### config.mk
export PLATFORM = sky130hd
export DESIGN_NAME = fifo_push_arb
export DESIGN_NICKNAME = d
export VERILOG_FILES = /design/src/rtl/fifo_push_arb.sv
export SDC_FILE = /design/constraint.sdc
export NUM_CORES = 1
export LEC_CHECK = 0
export ABC_CLOCK_PERIOD_IN_PS = 4950
export CORE_MARGIN = 2
export CORE_UTILIZATION = 30
export DETAILED_ROUTE_END_ITERATION = 8
export PLACE_DENSITY = 0.94
export SETUP_SLACK_MARGIN = 0.5
export SLEW_MARGIN = 10
export SYNTH_ARGS = -nofsm -noshare
export SYNTH_HDL_FRONTEND = slang
export SYNTH_SLANG_ARGS = --single-unit
### constraint.sdc
create_clock -name clk -period 4.95 [get_ports clk]
set_input_delay 0.495 -clock clk [delete_from_list [all_inputs] [get_ports clk]]
set_output_delay 0.495 -clock clk [all_outputs]
set_load 0.02 [all_outputs]
### src/rtl/fifo_push_arb.sv
// fifo_push_arb
//    Round-robin arbiter that shares one FIFO push port between R burst
//    requesters. A granted requester owns the port until its last beat is
//    accepted. Backpressure comes only from the FIFO's registered full flag.
//
// Ports
//    clk, rst_n       push-side clock, asynchronous active-low reset
//    req_vld[R]       requester i presents a beat
//    req_data[R*W]    requester i beat at [i*W +: W]
//    req_last[R]      requester i beat is the last of its burst
//    req_rdy[R]       requester i beat accepted this cycle (with req_vld)
//    fifo_full_r      FIFO registered full flag
//    push, push_data  FIFO push strobe and data
//    gnt_r[R]         registered one-hot grant, zero when idle
//    busy_r           high while a burst owns the port
//
// state    | meaning
// ---------+-----------------------------------------------------------
// ST_IDLE  | no owner; pick the first requester at or after ptr_q
// ST_BURST | gnt_q owns the port until its last beat is pushed

module fifo_push_arb #(
   parameter int W = 32,
   parameter int R = 4
) (
   input  logic           clk,
   input  logic           rst_n,
   input  logic [R-1:0]   req_vld,
   input  logic [R*W-1:0] req_data,
   input  logic [R-1:0]   req_last,
   output logic [R-1:0]   req_rdy,
   input  logic           fifo_full_r,
   output logic           push,
   output logic [W-1:0]   push_data,
   output logic [R-1:0]   gnt_r,
   output logic           busy_r
);

   localparam int PW = (R > 1) ? $clog2(R) : 1;

   typedef enum logic {
      ST_IDLE  = 1'b0,
      ST_BURST = 1'b1
   } state_t;

   state_t          state_q, state_d;
   logic [R-1:0]    gnt_q, gnt_d;
   logic [PW-1:0]   ptr_q, ptr_d;

   logic [R-1:0]    arb_gnt;
   logic [PW-1:0]   gnt_idx;
   logic            accept_last;

   always_ff @(posedge clk or negedge rst_n) begin
      if (!rst_n) begin
         state_q <= ST_IDLE;
         gnt_q   <= '0;
         ptr_q   <= '0;
      end else begin
         state_q <= state_d;
         gnt_q   <= gnt_d;
         ptr_q   <= ptr_d;
      end
   end

   // Rotating priority search. Walking from the lowest priority up lets the
   // highest-priority valid requester overwrite any earlier candidate.
   always_comb begin
      int            j;
      logic [PW-1:0] idx;
      arb_gnt = '0;
      j       = 0;
      idx     = '0;
      for (int k = R - 1; k >= 0; k--) begin
         j = int'(ptr_q) + k;
         if (j >= R) j = j - R;
         idx = PW'(j);
         if (req_vld[idx]) begin
            arb_gnt      = '0;
            arb_gnt[idx] = 1'b1;
         end
      end
   end

   always_comb begin
      gnt_idx = '0;
      for (int i = 0; i < R; i++) begin
         if (gnt_q[i]) gnt_idx = PW'(i);
      end
   end

   always_comb begin
      state_d = state_q;
      gnt_d   = gnt_q;
      ptr_d   = ptr_q;
      case (state_q)
         ST_IDLE: begin
            // full does not hold off arbitration; it only blocks pushes
            if (|req_vld) begin
               state_d = ST_BURST;
               gnt_d   = arb_gnt;
            end
         end
         ST_BURST: begin
            if (accept_last) begin
               state_d = ST_IDLE;
               gnt_d   = '0;
               ptr_d   = (gnt_idx == PW'(R - 1)) ? '0 : gnt_idx + PW'(1);
            end
         end
         default: begin
            state_d = ST_IDLE;
            gnt_d   = '0;
         end
      endcase
   end

   // Everything here is a mux off the one-hot grant, so with gnt_q cleared
   // (idle or in reset) all outputs fall to zero without a clock.
   always_comb begin
      req_rdy     = '0;
      push        = 1'b0;
      push_data   = '0;
      accept_last = 1'b0;
      for (int i = 0; i < R; i++) begin
         if (gnt_q[i]) begin
            req_rdy[i]  = ~fifo_full_r;
            push        = req_vld[i] & ~fifo_full_r;
            push_data   = req_data[i*W +: W];
            accept_last = req_vld[i] & req_last[i] & ~fifo_full_r;
         end
      end
   end

   assign gnt_r  = gnt_q;
   assign busy_r = (state_q == ST_BURST);

endmodule
==> results of run 1 <==
[flip-flops by register name, summed over array words and instances, names as in the netlist]
register and cells:
gnt_r 4, busy_r 1, ptr_q 2
[path summary, 6_finish.rpt]
kind | start | end | slack, ps | cells after the start
min reg2reg | gnt_r[0]$_DFFE_PN0P_ | gnt_r[0]$_DFFE_PN0P_ | 620 | 1
max in group asynchronous | rst_n | gnt_r[3]$_DFFE_PN0P_ | 4150 | 1
min in group clk | gnt_r[0]$_DFFE_PN0P_ | gnt_r[0]$_DFFE_PN0P_ | 620 | 1
max | gnt_r[2]$_DFFE_PN0P_ | push | 1970 | 6
min | rst_n | gnt_r[1]$_DFFE_PN0P_ | 530 | 1
max reg2reg | ptr_q[0]$_DFFE_PN0P_ | gnt_r[1]$_DFFE_PN0P_ | 2610 | 7
[worst max-delay path: cells and delay by family (launching register included)]
kind            cells  cell delay, ps
buf+inv             2            1130
simple gates        2             320
compound gates      2             150
flops               1             640
[Yosys cell counts, drive strengths merged (2+ instances only)]
master   n
a221oi   5
buf      6
mux4     4
nand3    3
ha       8
nor2b    9
a22oi   31
nor2    35
a21oi   35
a31o     2
nand2   33
inv      5
dfrtp    7
o21ai   34
and2     2
clkbuf  17
nor3     4
a221o    3
[through the flow]
stage	util	hold slack, ps	instance area [µm²]
CTS	0.677	532	3460
detailed placement	0.668	599	3410
finish	0.677	531	3460
floorplan	-	199	1590
global route	0.677	549	3460
global placement	0.668	623	3410
[cells by family after synthesis]
logic type	after synthesis
compound gates	116
simple gates	90
buf+inv	28
fa+ha+maj	8
flops	7
mux	4
[layout by cell type (no fill, tap or decap), drive strengths merged, types with 5 or more instances in the layout]
cell / instances
clkdlybuf4s50: 180
o21ai: 34
inv: 5
a221oi: 5
dfrtp: 7
a21oi: 35
ha: 8
nand2: 33
nor2b: 9
a22oi: 31
nor2: 35
[routing by layer]
layer | track usage | up-vias | wire (µm)
met5 | 0 | - | 0
li1 | - | 1264 | -
met3 | 0.0459 | 6 | 497
met1 | 0.316 | 1187 | 3320
met2 | 0.489 | 115 | 4300
met4 | 0.0400 | 0 | 64
[power by group]
group	internal, W	switching [W]
sequential	0.0000803	0.000108
combinational	0.000603	0.000624
clock	0.0000558	0.0000258
[final cells by class]
cell class	count	area (µm²)	area share
clock buffer	4	45.0	0.0130
inverter	5	18.8	0.00543
multi-input combinational	218	1310	0.377
sequential	7	178	0.0514
tap	70	87.6	0.0253
timing repair buffer	183	1820	0.527
==> run metrics, run 1 <==
outcome finished clean; wire length per cell ~17 µm; sequential fraction of the synthesis area 0.110; Synth Warn # 0; max-cap violations 0; Post-synth top flop dfrtp_1; Max Clk Rate around 0.34 GHz; Tightest Pin Transition roughly 1100 ps; multiplexer share of the synthesized area 0.0568; Synth Area in Adders 0.0631; Initial DRC Count 165; die area 0.00589 mm²; max_slew headroom 0.293; vias in the first global route 2366; CP peak stage delay between 600 and 700 ps; vias per cell 5.28; final setup fails 0; Final Hold Vio Count 0; clock root buffer clkbuf_8; GPL Wtd Cong 0.842; Synth Instances 253; Core Region 0.00511 mm²; CTS tree yes; Clock Latency Late Sink between 200 and 250 ps; Synth Area in XOR/XNOR 0; PnR worst setup slack 1970 ps; DRC viols 0; Die W between 70 and 80 µm; # IOs approximately 180; IO buf count 180; ant diodes 0; post-CTS sizing 0; cell area power density between 400 and 500 mW/mm²; Rows 26; Max VDD drop approximately 0.00035 V; clock skew between 0.6 and 0.7 ps; # clock sinks 7; period utilization 0.601; Worst setup SP type flop; post-detail-place hpwl between 6000 and 7000 µm; critical path class reg -> out; via count between 2000 and 3000; CTS Hold Bufs 0; Lkg Pwr about 1.3 nW; RSZ-0062 raised after global routing no; Worst Setup End Kind output pin; Synth top area share 0.147; total gr overflow 0; CP cell instances buf_4, a221oi_1, nor3_1, a21oi_1, nor2_1, clkdlybuf4s50_1; fillcell total between 400 and 500; Min-Delay Path Class in -> async; Arr. time, crit path 2480 ps; Synth Area in Compound Gates 0.452; share of layout cells above drive strength 1 0.0384; largest net degree at the start of global routing just over 70; Final nets approximately 570; Overall Global Routing Usage 0.262; largest family of logic cells by synthesized area compound AO/OA/AOI/OAI gates; Synth area leader a22oi_1; flops & latches, synth 7; Post-synth EDFFs 0; Mapped Nets 400; Critical Path RT between 4000 and 5000 ps; Final Power around 0.0015 W; largest cells by area after synthesis a22oi_1, a21oi_1, dfrtp_1; CP max stage cell dfrtp_2; Slew Viols, Final 0; initial antenna violation count 0; Final min period 2980 ps; Synth Area per Inst around 6.3 µm²; TNS Setup 0 ps; Die Ht roughly 77 µm; Layout area overhead 118%; Initial Utilization 0.311; post-synthesis simple-gate area fraction 0.249; clock buffer depth 2; CTS Buf Count 3; final cell count without fillers 487; CTS clk-pin slew, worst paths 40 ps; global-route wire length before repair ~12000 µm; Synth cell types 30; final wirelength just over 8000 µm; Routed Antenna Nets 0; cell area after synthesis 0.00159 mm²; # Post-CTS Setup Buffers 0; First-pass DRT Iterations 4; maximum fanout along the worst path 46; dpl ws around 2200 ps; dpl cells 483; fraction of registers with async set/reset 1.00; CTS H-tree depth 1
No activity file was read; power rests on OpenSTA's default activity.
==> run 2, diff against run 1 <==
--- a/config.mk
+++ b/config.mk
@@ -5,11 +5,11 @@
 export SDC_FILE = /design/constraint.sdc
 export NUM_CORES = 1
 export LEC_CHECK = 0
-export ABC_CLOCK_PERIOD_IN_PS = 4950
+export ABC_CLOCK_PERIOD_IN_PS = 2800
 export CORE_MARGIN = 2
-export CORE_UTILIZATION = 30
+export CORE_UTILIZATION = 28
 export DETAILED_ROUTE_END_ITERATION = 8
-export PLACE_DENSITY = 0.94
+export PLACE_DENSITY = 0.88
 export SETUP_SLACK_MARGIN = 0.5
 export SLEW_MARGIN = 10
 export SYNTH_ARGS = -nofsm -noshare
==> constraint.sdc (replaced) <==
create_clock -name clk -period 2.8 [get_ports clk]
set_input_delay 0.28 -clock clk [delete_from_list [all_inputs] [get_ports clk]]
set_output_delay 0.28 -clock clk [all_outputs]
set_load 0.02 [all_outputs]
==> run 2 against run 1 <==
Compared with the run above: wire length is 2.7% lower; register-to-register slack worse by 1900 ps; non-clock buffer count is 6 higher; sequential cell count stayed put; sequential power is 43% higher; largest cell class unchanged.
==> run metrics, run 2 (synthesis gave the netlist of run 1 again) <==
outcome finished clean; clock root buffer clkbuf_8; Max Clk Rate around 0.45 GHz; CTS Buf Count 3 (unchanged); Min-Delay Path Class in -> async; Max VDD drop 0.000558 V (+61%); storage element area 181 µm² (+2.1%); largest net degree at the start of global routing 46 (-35%); Tightest Pin Transition 534 ps (-526 ps); Overall Global Routing Usage 0.234 (-0.0277); initial antenna violation count 0 (unchanged); Worst Setup End Kind output pin; RSZ-0062 raised after global routing no; final wirelength 7970 µm (-2.7%); Rows 27 (+3.8%); ant diodes 0 (unchanged); vias in the first global route 2310 (-2.4%); global-route wire length before repair 11700 µm (-6.4%); most common cell after layout, fill and taps aside clkdlybuf4s50_1; Initial DRC Count 56 (-66%); CP peak stage delay 540 ps (-100 ps); GPL Wtd Cong 0.873 (+3.7%); post-detail-place hpwl 6410 µm (+1.5%); Worst Path Buf+Inv 2 (unchanged); CP top delay family buffers and inverters; cell area power density 729 mW/mm² (+68%); Initial Utilization 0.290 (-0.0207); Die W 79.3 µm (+3.3%); critical path class reg -> out; Arr. time, crit path 1950 ps (-530 ps); clock buffer depth 2 (unchanged); max reg flops 4 (unchanged); via count 2592 (+0.78%); Worst setup SP type flop; # IOs 181 (unchanged); fillcell total 510 (+19%); First-pass DRT Iterations 5 (+1); commonest non-fill, non-tap cells in the layout clkdlybuf4s50_1, nor2_1, a21oi_1; max_slew headroom 0.641 (+0.348); vias per cell 5.24 (-0.85%); Final min period approximately 2200 ps; DRC viols 0 (unchanged); Layout area overhead 123%; final cell count without fillers 495 (+1.6%); CTS clk-pin slew, worst paths 40 ps (about the same); CTS tree yes; CP max stage cell clkdlybuf4s50_1; total gr overflow 0 (unchanged); IO buf count 180 (unchanged); dpl cells 490 (+1.4%); Lkg Pwr 1.46 nW (+14%); maximum fanout along the worst path 38 (-17%); Die Ht 79.3 µm (+3.3%); Clock Latency Late Sink 240 ps (about the same); period utilization 0.795; share of layout cells above drive strength 1 0.0544 (+0.0160); Core Region 0.00547 mm² (+7.2%); wire length per cell 16.1 µm (-4.3%); clock skew 6.82 ps (+6.19 ps); # clock sinks 7 (unchanged); CP cell instances buf_12, a221oi_1, nor3_1, a21oi_1, nor2_1, clkdlybuf4s50_1; CTS H-tree depth 1 (unchanged); Slew Viols, Final 0 (unchanged); die area 0.00628 mm² (+6.8%); area of the multi-input gates 0.00131 mm² (+0.38%); final setup fails 0 (unchanged); Routed Antenna Nets 0 (unchanged); max-cap violations 0 (unchanged); Final Hold Vio Count 0 (unchanged); TNS Setup 0 ps (unchanged); Critical Path RT 2520 ps (-1930 ps); Final nets 571 (+1.1%); CTS Hold Bufs 0 (unchanged)
-- run 2: changes by cell type in the layout (fill, tap and decap cells not counted), moves of 3 or more --
| cell | change |
|---|---|
| buf_12 | +3 |
| dlygate4sd2_1 | +28 |
| dlymetal6s2s_1 | +4 |
| clkdlybuf4s50_1 | -32 |
-- run 2: layout make-up --
class                   instances  share of cell area
well taps                      72              0.0255
inverters                       5             0.00531
flip-flops and latches          7              0.0513
repair buffers                189               0.535
multi-input cells             218               0.370
clock buffers                   4              0.0127
-- run 2: metal layers --
| metal | share of wire | global-route usage |
|---|---|---|
| met5 | 0 | 0 |
| met4 | 0.031 | 0.0793 |
| met3 | 0.068 | 0.0386 |
| met2 | 0.50 | 0.413 |
| met1 | 0.40 | 0.287 |
-- run 2: metrics by stage --
step	hold slack (ps)	setup slack (ps)	instance area, µm²	power [W]	utilization
finish	305	573	3540	0.00258	0.646
global route	337	505	3540	0.00280	0.646
CTS	318	413	3500	0.00256	0.640
detailed placement	572	550	3480	0.00254	0.636
global placement	568	583	3480	0.00250	0.636
floorplan	-15.6	587	1590	0.00155	-
-- run 2: worst paths after layout --
path                       cells past startpoint  slack, ps            startpoint              endpoint
max in group asynchronous                      1       2220                 rst_n  gnt_r[2]$_DFFE_PN0P_
max                                            6        570  gnt_r[1]$_DFFE_PN0P_                  push
min in group clk                               2        650  gnt_r[0]$_DFFE_PN0P_  gnt_r[0]$_DFFE_PN0P_
min reg2reg                                    2        650  gnt_r[0]$_DFFE_PN0P_  gnt_r[0]$_DFFE_PN0P_
max reg2reg                                    7        670  ptr_q[1]$_DFFE_PN0P_  gnt_r[2]$_DFFE_PN0P_
min                                            1        300                 rst_n  ptr_q[1]$_DFFE_PN0P_
-- run 2: report_power, final --
| part | internal, W | switching [W] | leakage (nW) |
|---|---|---|---|
| Combinational | 0.00100 | 0.00116 | 1.36 |
| Clock | 0.0000990 | 0.0000502 | 0.0228 |
| Sequential | 0.000148 | 0.000122 | 0.0836 |
-- run 2: repair_timing --
action                     in CTS  in global routing
setup endpoints to repair      33                 10
setup buffers                   0                  1
gates resized for setup        31                  8
==> run 3, diff against run 2 <==
--- a/config.mk
+++ b/config.mk
@@ -5,7 +5,7 @@
 export SDC_FILE = /design/constraint.sdc
 export NUM_CORES = 1
 export LEC_CHECK = 0
-export ABC_CLOCK_PERIOD_IN_PS = 2800
+export ABC_CLOCK_PERIOD_IN_PS = 2100
 export CORE_MARGIN = 2
 export CORE_UTILIZATION = 28
 export DETAILED_ROUTE_END_ITERATION = 8
==> constraint.sdc (replaced) <==
create_clock -name clk -period 2.1 [get_ports clk]
set_input_delay 0.21 -clock clk [delete_from_list [all_inputs] [get_ports clk]]
set_output_delay 0.21 -clock clk [all_outputs]
set_load 0.02 [all_outputs]
==> run 3 against run 2 <==
Compared with the run above: clock power increased by 29%; sequential share of layout area decreased by 0.69 points; worst setup slack got worse by 370 ps; die area unchanged; via count increased by 11%; count of clock-buffer cells in the layout unchanged; critical path depth increased by 1; global-route usage increased by 4.0 points; sequential power increased by 20%; clock skew decreased by 4.8 ps; largest power group unchanged; highest routed layer unchanged.
==> run metrics, run 3 (synthesis gave the netlist of run 1 again) <==
fillcell total 365 (-28%); Die Ht 79.3 µm (unchanged); clock root buffer clkbuf_8; global-route wire length before repair 13500 µm (+16%); power share of the combinational group 0.890 (+0.052); CTS tree yes; First-pass DRT Iterations 4 (-1); vias in the first global route 2621 (+13%); vias per cell 5.49 (+4.8%); cell area power density 1140 mW/mm² (+56%); largest net degree at the start of global routing 38 (-17%); Lkg Pwr 1.67 nW (+14%); Overall Global Routing Usage 0.274 (+0.0404); Layout area overhead 161%; # clock sinks 7 (unchanged); share of layout cells above drive strength 1 0.355 (+0.300); CTS clk-pin slew, worst paths 40 ps (about the same); CTS Buf Count 3 (unchanged); GPL Wtd Cong 0.859 (-1.6%); clock buffer depth 2 (unchanged); final setup fails 0 (unchanged); CP max stage cell dfrtp_2; final wirelength 9940 µm (+25%); Slew Viols, Final 0 (unchanged); IO buf count 180 (unchanged); Cell Int Power 0.00237 W (+90%); Arr. time, crit path 2000 ps (+50 ps); Seq pwr share 0.069 (-0.036); outcome finished clean; Clock Power Share 0.041 (-0.017); period utilization 0.901; TNS Setup 0 ps (unchanged); PnR worst setup slack 207 ps (-366 ps); met3 usage 0.0784 (+0.0398); Tightest Pin Transition 613 ps (+79.6 ps); ant diodes 0 (unchanged); Max VDD drop 0.000673 V (+21%); clock skew 2.01 ps (-4.81 ps); Die W 79.3 µm (unchanged); critical path class reg -> reg; most common cell after layout, fill and taps aside clkdlybuf4s50_1; GRT met2 Usage 0.493 (+0.0805); Initial Utilization 0.290 (unchanged); commonest non-fill, non-tap cells in the layout clkdlybuf4s50_1, buf_4, nand2_1, o21ai_2, nor2_1; Switching Fraction 0.496 (-0.0199); Routed Antenna Nets 0 (unchanged); GR Util met1 0.301 (+0.0141); Rows 27 (unchanged); Core Region 0.00547 mm² (unchanged); initial antenna violation count 0 (unchanged); Initial DRC Count 111 (+98%); Final Hold Vio Count 0 (unchanged); Clock Latency Late Sink 230 ps (about the same); Critical Path RT 2210 ps (-310 ps); max reg flops 4 (unchanged); Post-Route Utilization 0.758 (+0.111); # IOs 181 (unchanged); Worst Setup End Kind flop; via count 2871 (+11%); RSZ-0062 raised after global routing yes; post-detail-place hpwl 6870 µm (+7.2%); total gr overflow 0 (unchanged); Min-Delay Path Class in -> async; maximum fanout along the worst path 5 (-87%); max_slew headroom 0.587 (-0.0536); DRC viols 0 (unchanged); CTS H-tree depth 1 (unchanged); CP cell instances inv_4, ha_4, mux4_2, nor2b_4, a221oi_2, nor3_1, a221o_1; CP peak stage delay 450 ps (-90 ps); max-cap violations 0 (unchanged); Worst setup SP type flop; Net Switching 0.00233 W (+75%); Top Usage Layer GRT met2; dpl ws -51.7 ps (-601 ps); wire length per cell 19.0 µm (+18%); hold slack 257 ps (-48.1 ps); die area 0.00628 mm² (unchanged); Max Clk Rate 0.528 GHz; Final nets 599 (+4.9%); Final min period between 1500 and 2000 ps
==> run 3: cell count changes in the layout (fill, tap and decap cells not counted), sizes merged <==
| cell | change |
|---|---|
| dlymetal6s2s | -3 |
| clkbuf | +2 |
| buf | +62 |
| dlygate4sd2 | -19 |
| clkdlybuf4s50 | -14 |
==> run 3: worst max-delay path: cells and delay by family, from the launching register on <==
kind	cells	cell delay, ps
adders and majority gates	1	280
muxes	1	280
AOI/OAI and AO/OA	2	480
buffers and inverters	1	60
and+or+nand+nor	2	230
DFF	1	450
==> run 3: path summary, 6_finish.rpt <==
| kind | endpoint | startpoint | cells past startpoint | slack (ps) |
|---|---|---|---|---|
| max | gnt_r[2]$_DFFE_PN0P_ | ptr_q[0]$_DFFE_PN0P_ | 7 | 210 |
| min | busy_r$_DFF_PN0_ | rst_n | 1 | 260 |
| max reg2reg | gnt_r[2]$_DFFE_PN0P_ | ptr_q[0]$_DFFE_PN0P_ | 7 | 210 |
| min reg2reg | busy_r$_DFF_PN0_ | busy_r$_DFF_PN0_ | 1 | 670 |
| max in group asynchronous | gnt_r[2]$_DFFE_PN0P_ | rst_n | 1 | 1550 |
| min in group clk | busy_r$_DFF_PN0_ | busy_r$_DFF_PN0_ | 1 | 670 |
==> run 3: per-stage QoR <==
| stage | total power [W] | cell area [µm²] | instances |
|---|---|---|---|
| floorplan | 0.00244 | 1780 | 253 |
| global placement | 0.00387 | 3740 | 499 |
| detailed placement | 0.00393 | 3740 | 499 |
| CTS | 0.00443 | 4010 | 522 |
| global route | 0.00498 | 4150 | 523 |
| finish | 0.00471 | 4150 | 523 |
==> run 3: cell type report <==
class / count / area (µm²) / area share
repair buffers: 217 / 2170 / 0.524
multi-input cells: 218 / 1630 / 0.393
flip-flops and latches: 7 / 184 / 0.0444
well taps: 72 / 90.1 / 0.0217
clock buffers: 4 / 45.0 / 0.0109
inverters: 5 / 23.8 / 0.00573
==> run 3: power groups by stage <==
| stage | Clock (W) | Sequential [W] | Combinational (W) |
|---|---|---|---|
| detailed placement | 0 | 0.000341 | 0.00359 |
| finish | 0.000192 | 0.000325 | 0.00419 |
| global route | 0.000198 | 0.000336 | 0.00444 |
| CTS | 0.000195 | 0.000315 | 0.00392 |
| floorplan | 0 | 0.000320 | 0.00212 |
| global placement | 0 | 0.000333 | 0.00353 |
==> run 3: timing repair <==
action                                  in CTS  in global routing
hold buffers                                 0                  0
pin swaps                                    4                 13
cloned                                       2                  1
gates resized for setup                    214                 39
endpoints found under the setup margin      47                 43
setup buffers                               17                  0
==> run 3: per-layer routing <==
layer / wire, µm / up-vias
met5: 0 / -
met4: 418 / 0
met3: 817 / 40
met2: 5200 / 160
met1: 3500 / 1321
li1: - / 1350
